==> config.mk <==
export PLATFORM = sky130hd
export DESIGN_NAME = mux_n_skid
export DESIGN_NICKNAME = d
export VERILOG_FILES = /design/src/rtl/mux_n_skid.sv
export SDC_FILE = /design/constraint.sdc
export NUM_CORES = 1
export LEC_CHECK = 0
export ABC_AREA = 1
export CAP_MARGIN = 25
export CORE_MARGIN = 5
export CORE_UTILIZATION = 46
export CTS_CLUSTER_SIZE = 12
export DETAILED_ROUTE_END_ITERATION = 8
export GPL_TIMING_DRIVEN = 0
export PLACE_DENSITY = 0.91
export SYNTH_ARGS = -nofsm -noshare
export SYNTH_HDL_FRONTEND = slang
export SYNTH_SLANG_ARGS = --single-unit
==> constraint.sdc <==
create_clock -name clk -period 1.4 [get_ports clk]
set_input_delay 0.28 -clock clk [delete_from_list [all_inputs] [get_ports clk]]
set_output_delay 0.28 -clock clk [all_outputs]
set_load 0.01 [all_outputs]
==> src/rtl/mux_n_skid.sv <==
// N-input data selector with a registered output stage and a 2-entry skid buffer.
// Out-of-range select codes pick DEFAULT_IDX and raise out_err with the beat.
module mux_n_skid #(
  parameter int DATA_W      = 16,
  parameter int N_IN        = 3,
  parameter int SEL_W       = 2,
  parameter int DEFAULT_IDX = 0
) (
  input  logic                   clk,
  input  logic                   rst,
  input  logic [N_IN*DATA_W-1:0] in_data,
  input  logic [SEL_W-1:0]       sel,
  input  logic                   in_valid,
  output logic                   in_ready,
  input  logic                   flush,
  output logic [DATA_W-1:0]      out_data,
  output logic                   out_err,
  output logic                   out_valid,
  input  logic                   out_ready
);

  typedef enum logic [1:0] {
    EMPTY = 2'd0,
    ONE   = 2'd1,
    TWO   = 2'd2
  } state_t;

  state_t              state_reg, state_next;
  logic [DATA_W-1:0]   main_data_reg, main_data_next;
  logic                main_err_reg, main_err_next;
  logic [DATA_W-1:0]   skid_data_reg, skid_data_next;
  logic                skid_err_reg, skid_err_next;
  logic                in_ready_reg;
  logic                in_ready_next;

  logic [DATA_W-1:0]   in_arr [N_IN];
  logic [DATA_W-1:0]   sel_data;
  logic                sel_err;
  logic                accept;
  logic                deliver;

  for (genvar gi = 0; gi < N_IN; gi++) begin : g_unpack
    assign in_arr[gi] = in_data[gi*DATA_W +: DATA_W];
  end

  // A code that matches no input index falls back to DEFAULT_IDX and is flagged.
  always_comb begin
    sel_data = in_arr[DEFAULT_IDX];
    sel_err  = 1'b1;
    for (int i = 0; i < N_IN; i++) begin
      if (sel == SEL_W'(i)) begin
        sel_data = in_arr[i];
        sel_err  = 1'b0;
      end
    end
  end

  assign accept  = in_valid && in_ready_reg;
  assign deliver = (state_reg != EMPTY) && out_ready;

  always_comb begin
    state_next     = state_reg;
    main_data_next = main_data_reg;
    main_err_next  = main_err_reg;
    skid_data_next = skid_data_reg;
    skid_err_next  = skid_err_reg;

    case (state_reg)
      EMPTY: begin
        if (accept) begin
          state_next     = ONE;
          main_data_next = sel_data;
          main_err_next  = sel_err;
        end
      end
      ONE: begin
        if (accept && !deliver) begin
          state_next     = TWO;
          skid_data_next = sel_data;
          skid_err_next  = sel_err;
        end else if (accept && deliver) begin
          main_data_next = sel_data;
          main_err_next  = sel_err;
        end else if (deliver) begin
          state_next = EMPTY;
        end
      end
      TWO: begin
        if (deliver) begin
          state_next     = ONE;
          main_data_next = skid_data_reg;
          main_err_next  = skid_err_reg;
        end
      end
      default: state_next = EMPTY;
    endcase

    // Flush drops every beat but leaves the stale data on the (invalid) outputs.
    if (flush) begin
      state_next     = EMPTY;
      main_data_next = main_data_reg;
      main_err_next  = main_err_reg;
    end

    in_ready_next = (state_next != TWO);
  end

  always_ff @(posedge clk) begin
    if (rst) begin
      state_reg     <= EMPTY;
      main_data_reg <= '0;
      main_err_reg  <= 1'b0;
      skid_data_reg <= '0;
      skid_err_reg  <= 1'b0;
      in_ready_reg  <= 1'b1;
    end else begin
      state_reg     <= state_next;
      main_data_reg <= main_data_next;
      main_err_reg  <= main_err_next;
      skid_data_reg <= skid_data_next;
      skid_err_reg  <= skid_err_next;
      in_ready_reg  <= in_ready_next;
    end
  end

  assign in_ready  = in_ready_reg;
  assign out_data  = main_data_reg;
  assign out_err   = main_err_reg;
  assign out_valid = (state_reg != EMPTY);

endmodule
==> results of run 1 <==
## worst reg2reg max path, stage by stage, from the launching register on
cell and delay [ns]:
sky130_fd_sc_hd__dfxtp_2 0.35, sky130_fd_sc_hd__inv_2 0.10, sky130_fd_sc_hd__nand2_1 0.07, sky130_fd_sc_hd__nor2_2 0.12, sky130_fd_sc_hd__nand2_2 0.07, sky130_fd_sc_hd__buf_6 0.14, sky130_fd_sc_hd__buf_6 0.15, sky130_fd_sc_hd__a21oi_1 0.14
sky130_fd_sc_hd__nor2_1 0.07
## worst max-delay path by stage
stage	from	end	slack, ns	depth (start not counted)
after floorplan	in_ready	skid_data_reg[12]	0.19	7
after global placement	sel[1]	out_data[15]	-0.28	8
after detailed placement	sel[1]	out_data[15]	-0.32	9
after CTS	in_valid	skid_data_reg[12]	0.01	8
after global routing	out_ready	out_data[8]	-0.0003	9
final	state_reg[1]	out_valid	0.04	3
## cells in the mapped netlist (all sizes together)
library cell	count
nand3	49
buf	15
or2	16
nor3	16
a21oi	18
nor2	52
dfxtp	37
clkbuf	4
clkinv	4
nand4	1
nand2	45
inv	40
o21ai	37
## area by class of cell
cell class                 instances  area (sq um)
clock inverter                     2          10.0
tap                               67          83.8
timing repair buffer              73           707
fill                             405          1550
multi-input combinational        235          1250
clock buffer                       6          72.6
sequential                        37           743
buffer                            19           175
inverter                          44           165
## cell usage in the layout (no fill, tap or decap), drive strengths merged, types with 10 or more instances in the layout
master / instances
clkdlybuf4s50: 52
nor2: 52
nand3: 49
nand2: 46
inv: 40
dfxtp: 37
o21ai: 37
dlygate4sd2: 19
a21oi: 18
or2: 16
buf: 16
nor3: 16
clkbuf: 10
## timing repair
item                       4_1_cts  5_1_grt
setup buffers                    1        0
gates resized for setup         22       18
setup endpoints to repair       25       31
pin swaps                        1        1
cloned                           0        1
## logic make-up (layout without fill, tap and decap cells)
family / Yosys count / count (layout) / synth area share [%]
AND/OR/NAND/NOR: 179 / 180 / 40.6
buffers and inverters: 63 / 144 / 14.1
AO/OA/AOI/OAI: 55 / 55 / 12.9
flip-flops: 37 / 37 / 32.5
## layer usage
metal / GRT usage (%) / vias up
met5: 0 / -
met4: 6.42 / 0
met3: 4.48 / 10
met2: 33.7 / 126
met1: 25.2 / 1073
li1: - / 1237
## report_power, final
part / switching (uW) / internal [uW] / total (uW)
Combinational: 290 / 308 / 598
Sequential: 24.3 / 1100 / 1130
Clock: 371 / 345 / 715
## through the flow
stage / power, uW / worst slack [ns]
6_report: 2440 / 0.0437
5_1_grt: 2540 / -0.000269
4_1_cts: 2430 / 0.00989
3_5_place_dp: 1760 / -0.320
3_3_place_gp: 1740 / -0.279
2_1_floorplan: 1460 / 0.187
==> out/metrics.cfg, run 1 <==
[outcome]
status = complete, no violations

[pwr]
vdd.ir_drop.worst_mv = 0.366
total_leakage_power_uw = 0.00149
pwr_density_cell_mw_per_mm2 = 761

[sta]
report.final.slew_viol_count = 0
min_period_over_period_pct = 96.9
clock.fmax_mhz = 737
worst_pin_slew_ns = 0.270
report.final.hold_viol_count = 0
hold_slack_ns = 0.467
post_layout_minimum_cycle_time_ns = 1.36
tns_ns = 0
count_of_final_setup_violators = 0
finClkSkew_ns = 0.00706
slew-limit-headroom_pct = 81.8

[final_layout]
nNetsFinal = 470
flow.area_growth_from_synthesis_pct = 40.7
instances_no_fill = 483
postLayoutCellArea_sq_mm = 0.00321
drive_above_1_share_pct = 17.3
finish.utilization_pct = 67.4
diodes = 0

[yosys]
netlist.top_cell.by_area = sky130_fd_sc_hd__dfxtp_1
cell_types_with_the_largest_area_share_after_synthesis = sky130_fd_sc_hd__dfxtp_1 32%, sky130_fd_sc_hd__nand3_1 8.6%, sky130_fd_sc_hd__nor2_1 8.4%
synthCells = 334
synth-warning-count = 0
synthDistinctLibCells = 27
synth_area_sq_mm = 0.00228
synthDominantCellAreaShare_pct = 32.5
synth_seq_area_share_pct = 32.5
synth_nets = 389
synth.ff_latch_count = 37
mean_cell_area_of_the_mapped_netlist_sq_um = 6.83

[drt]
drt-total-wl_um = 6340
wirelength_met1_um = 2550
detail_route.iter0.violations = 224
route.vias.total = 2446
routed-wl-met2_um = 3110
drtAntennaViolNets = 0
uppermost_layer_routed = met4
drc = 0
number_of_detailed_routing_iterations_run_before_antenna_repair = 5
met3_wirelength_from_detailed_routing_um = 585
viasPerCell = 5.06
wl_per_cell_um = 13.1

[worst_setup_path]
r2r_end = skid_data_reg[9]
worst_r2r_path_depth = 8
setup.worst_path.start_class = flop
reg2reg_slack_ns = 0.09
cp.required_ns = 1.12
cp.arrival_ns = 1.08
cells_along_the_critical_path = inv_2, nand2_1, dlygate4sd2_1
path_max_fanout = 4
r2r_path_start = state_reg[1]
timing.critical_path.slowest_stage_cell = sky130_fd_sc_hd__dfxtp_2
critical_path.top_delay_family = buffers and inverters
endpoint_class_of_the_critical_path = primary output
largest_incremental_delay_on_the_critical_path_ns = 0.35
worst-path-buf-inv = 2
worstSetupPathType = reg2out

[grt]
number_of_antenna_violations_at_the_first_check_in_global_routing = 0
grt_start_max_net_pins = 12
grt_pass1_vias = 2227
gr-total-overflow = 0
grt_first_pass_wirelength_um = 10200
global_route.usage.total_pct = 20.0

[die]
io_pins = 74
coreArea_sq_mm = 0.00475
die_width_um = 80.4
fp-row-count = 25
floorplan.initialDensity_pct = 47.9
die_area_sq_mm = 0.00646
die_boundary_height_um = 80.4

[placed_design]
buffer_ports.inserted = 72
dp.cells = 473
place.detailed.hpwl_um = 4740
place_area_sq_mm = 0.00308
gp_routability_congestion = 0.860

[cts]
cts_root_buffer = sky130_fd_sc_hd__clkbuf_8
cts_tree = built
clkTransAtPathRegs_ns = 0.07
clkSinkCount = 37
clock_latency_ns = 0.29
cts_made_buffers = 5
htree_num_levels = 2
cts_hold_repair.buffers = 0
buffer_levels_on_the_longest_clock_path = 2

[min_path]
startpoint_of_the_tightest_hold_check_path = sel[0]
hold_path_end = skid_data_reg[1]
hp-class = in2reg
min_path_cells = 5

[flow_run]
drv.max_cap_violation_count = 0

No activity file was read; power rests on OpenSTA's default activity.
==> inputs of run 2 (changes only) <==
--- a/config.mk
+++ b/config.mk
@@ -12,6 +12,7 @@
 export CTS_CLUSTER_SIZE = 12
 export DETAILED_ROUTE_END_ITERATION = 8
 export GPL_TIMING_DRIVEN = 0
+export MAX_ROUTING_LAYER = met4
 export PLACE_DENSITY = 0.91
 export SYNTH_ARGS = -nofsm -noshare
 export SYNTH_HDL_FRONTEND = slang
==> run 2 against run 1 <==
Against the previous run:
- global-route usage up 0.55 points
- routed wire length down 0.61%
- count of clock-buffer cells in the layout unchanged
- hold slack better by 0.0043 ns
- critical endpoint unchanged
- first-iteration DRC count down 6.7%
==> out/metrics.cfg, run 2 (same netlist as run 1, synthesis figures left out) <==
[outcome]
status = complete, no violations  ; unchanged

[flow_run]
drv.max_cap_violation_count = 0  ; unchanged

[cts]
htree_num_levels = 2  ; unchanged
clock_latency_ns = 0.29  ; about the same
cts_hold_repair.buffers = 0  ; unchanged
buffer_levels_on_the_longest_clock_path = 2  ; unchanged
clkSinkCount = 37  ; unchanged
cts_made_buffers = 5  ; unchanged
clkTransAtPathRegs_ns = 0.07  ; about the same
cts_root_buffer = sky130_fd_sc_hd__clkbuf_8  ; unchanged
cts_tree = built  ; unchanged

[min_path]
hp-class = in2reg  ; unchanged

[sta]
tns_ns = 0  ; unchanged
clock.fmax_mhz = 737  ; about the same
report.final.hold_viol_count = 0  ; unchanged
count_of_final_setup_violators = 0  ; unchanged
min_period_over_period_pct = 97.0  ; was 96.9%
post_layout_minimum_cycle_time_ns = 1.36  ; about the same
slew-limit-headroom_pct = 81.6  ; was 81.8%
worst_pin_slew_ns = 0.273  ; was 0.270 ns
finClkSkew_ns = 0.00661  ; was 0.00706 ns
report.final.slew_viol_count = 0  ; unchanged

[worst_setup_path]
cells_along_the_critical_path = inv_2, nand2_1, dlygate4sd2_1  ; unchanged
largest_incremental_delay_on_the_critical_path_ns = 0.35  ; about the same
cp.arrival_ns = 1.08  ; about the same
timing.critical_path.slowest_stage_cell = sky130_fd_sc_hd__dfxtp_2  ; unchanged
worstSetupPathType = reg2out  ; unchanged
endpoint_class_of_the_critical_path = primary output  ; unchanged
path_max_fanout = 4  ; unchanged
reg2reg_slack_ns = 0.08  ; was 0.09 ns
setup.worst_path.start_class = flop  ; unchanged
cp.required_ns = 1.12  ; about the same

[die]
floorplan.initialDensity_pct = 47.9  ; unchanged
io_pins = 74  ; unchanged
die_area_sq_mm = 0.00646  ; unchanged
coreArea_sq_mm = 0.00475  ; unchanged
die_width_um = 80.4  ; unchanged
die_boundary_height_um = 80.4  ; unchanged
fp-row-count = 25  ; unchanged

[grt]
gr-total-overflow = 0  ; unchanged
global_route.usage.total_pct = 20.6  ; was 20.0%
number_of_antenna_violations_at_the_first_check_in_global_routing = 0  ; unchanged
grt_first_pass_wirelength_um = 10200  ; about the same
grt_pass1_vias = 2225  ; was 2227
grt_start_max_net_pins = 12  ; unchanged

[pwr]
pwr_density_cell_mw_per_mm2 = 761  ; about the same
clock_power_share_pct = 29.3  ; about the same
power_uw = 2440  ; about the same
internal_power_uw = 1760  ; about the same
p_switching_uw = 685  ; about the same
share_comb_of_total_power_pct = 24.5  ; about the same
vdd.ir_drop.worst_mv = 0.366  ; about the same
sw_frac_of_total_pct = 28.1  ; about the same
total_leakage_power_uw = 0.00149  ; unchanged
power.share.sequential_pct = 46.2  ; about the same

[final_layout]
seq_area_sq_um = 743  ; unchanged
final_cell_mix = 52 x sky130_fd_sc_hd__clkdlybuf4s50_1, 50 x sky130_fd_sc_hd__nor2_1, 39 x sky130_fd_sc_hd__nand3_1, 37 x sky130_fd_sc_hd__nand2_1, 35 x sky130_fd_sc_hd__dfxtp_1  ; unchanged
finish.utilization_pct = 67.4  ; unchanged
postLayoutCellArea_sq_mm = 0.00321  ; unchanged
multi_input_area_sq_mm = 0.00125  ; unchanged
layout.filler_cells = 405  ; unchanged
nNetsFinal = 470  ; unchanged
diodes = 0  ; unchanged
flow.area_growth_from_synthesis_pct = 40.7  ; unchanged
layout_commonest_cell = sky130_fd_sc_hd__clkdlybuf4s50_1  ; unchanged
drive_above_1_share_pct = 17.3  ; unchanged

[drt]
wl_per_cell_um = 13.0  ; was 13.1 um
route.vias.total = 2436  ; was 2446
viasPerCell = 5.04  ; was 5.06
number_of_detailed_routing_iterations_run_before_antenna_repair = 4  ; was 5
drt-total-wl_um = 6300  ; was 6340 um
detail_route.iter0.violations = 209  ; was 224
drc = 0  ; unchanged
drtAntennaViolNets = 0  ; unchanged

[placed_design]
place_area_sq_mm = 0.00308  ; unchanged
buffer_ports.inserted = 72  ; unchanged
gp_routability_congestion = 0.874  ; was 0.860
place.detailed.hpwl_um = 4740  ; unchanged

-- run 2: cell counts in the layout (fill, tap and decap cells not counted) --
Identical to the previous run, type by type.
-- run 2: layout make-up --
class | count | area share [%]
clock buffer | 6 | 2.26
multi-input combinational | 235 | 39.0
sequential | 37 | 23.2
inverter | 44 | 5.15
clock inverter | 2 | 0.312
tap | 67 | 2.61
timing repair buffer | 73 | 22.0
buffer | 19 | 5.46
-- run 2: routing by layer --
metal  share of wire [%]  GRT usage, %
met1                  42          25.6
met2                  49          33.7
met3                 7.9          3.92
met4                 1.1          6.42
met5                   0             -
-- run 2: power groups by stage --
stage          logic [uW]  clock network (uW)  registers (uW)
2_1_floorplan         296                   0            1170
6_report              597                 716            1130
3_5_place_dp          605                   0            1150
3_3_place_gp          591                   0            1150
5_1_grt               656                 754            1130
4_1_cts               585                 721            1130
-- run 2: worst max-delay path, delay by kind of cell, from the launching register on --
family / cells / cell delay [ns]
buffers and inverters: 2 / 0.38
flip-flops: 1 / 0.35
AND/OR/NAND/NOR: 1 / 0.05
-- run 2: final timing paths --
kind / start / endpoint / depth (start not counted)
hold reg to reg: skid_err_reg / skid_err_reg / 2
hold / removal: sel[0] / skid_data_reg[2] / 5
setup / recovery: state_reg[1] / out_valid / 3
setup reg to reg: state_reg[1] / skid_data_reg[9] / 8
-- run 2: what timing repair did --
| item | 4_1_cts | 5_1_grt |
|---|---|---|
| pin swaps | 1 | 1 |
| resized for setup | 22 | 18 |
| cloned | 0 | 1 |
| buffers inserted | 1 | 0 |
| setup endpoints to repair | 25 | 31 |
-- run 2: stage by stage --
stage / worst slack [ns] / cells / hold slack, ns
final: 0.0425 / 483 / 0.471
after global routing: -0.000278 / 483 / 0.489
after CTS: 0.00989 / 482 / 0.468
after detailed placement: -0.320 / 473 / 0.457
after global placement: -0.279 / 473 / 0.431
after floorplan: 0.187 / 334 / 0.349
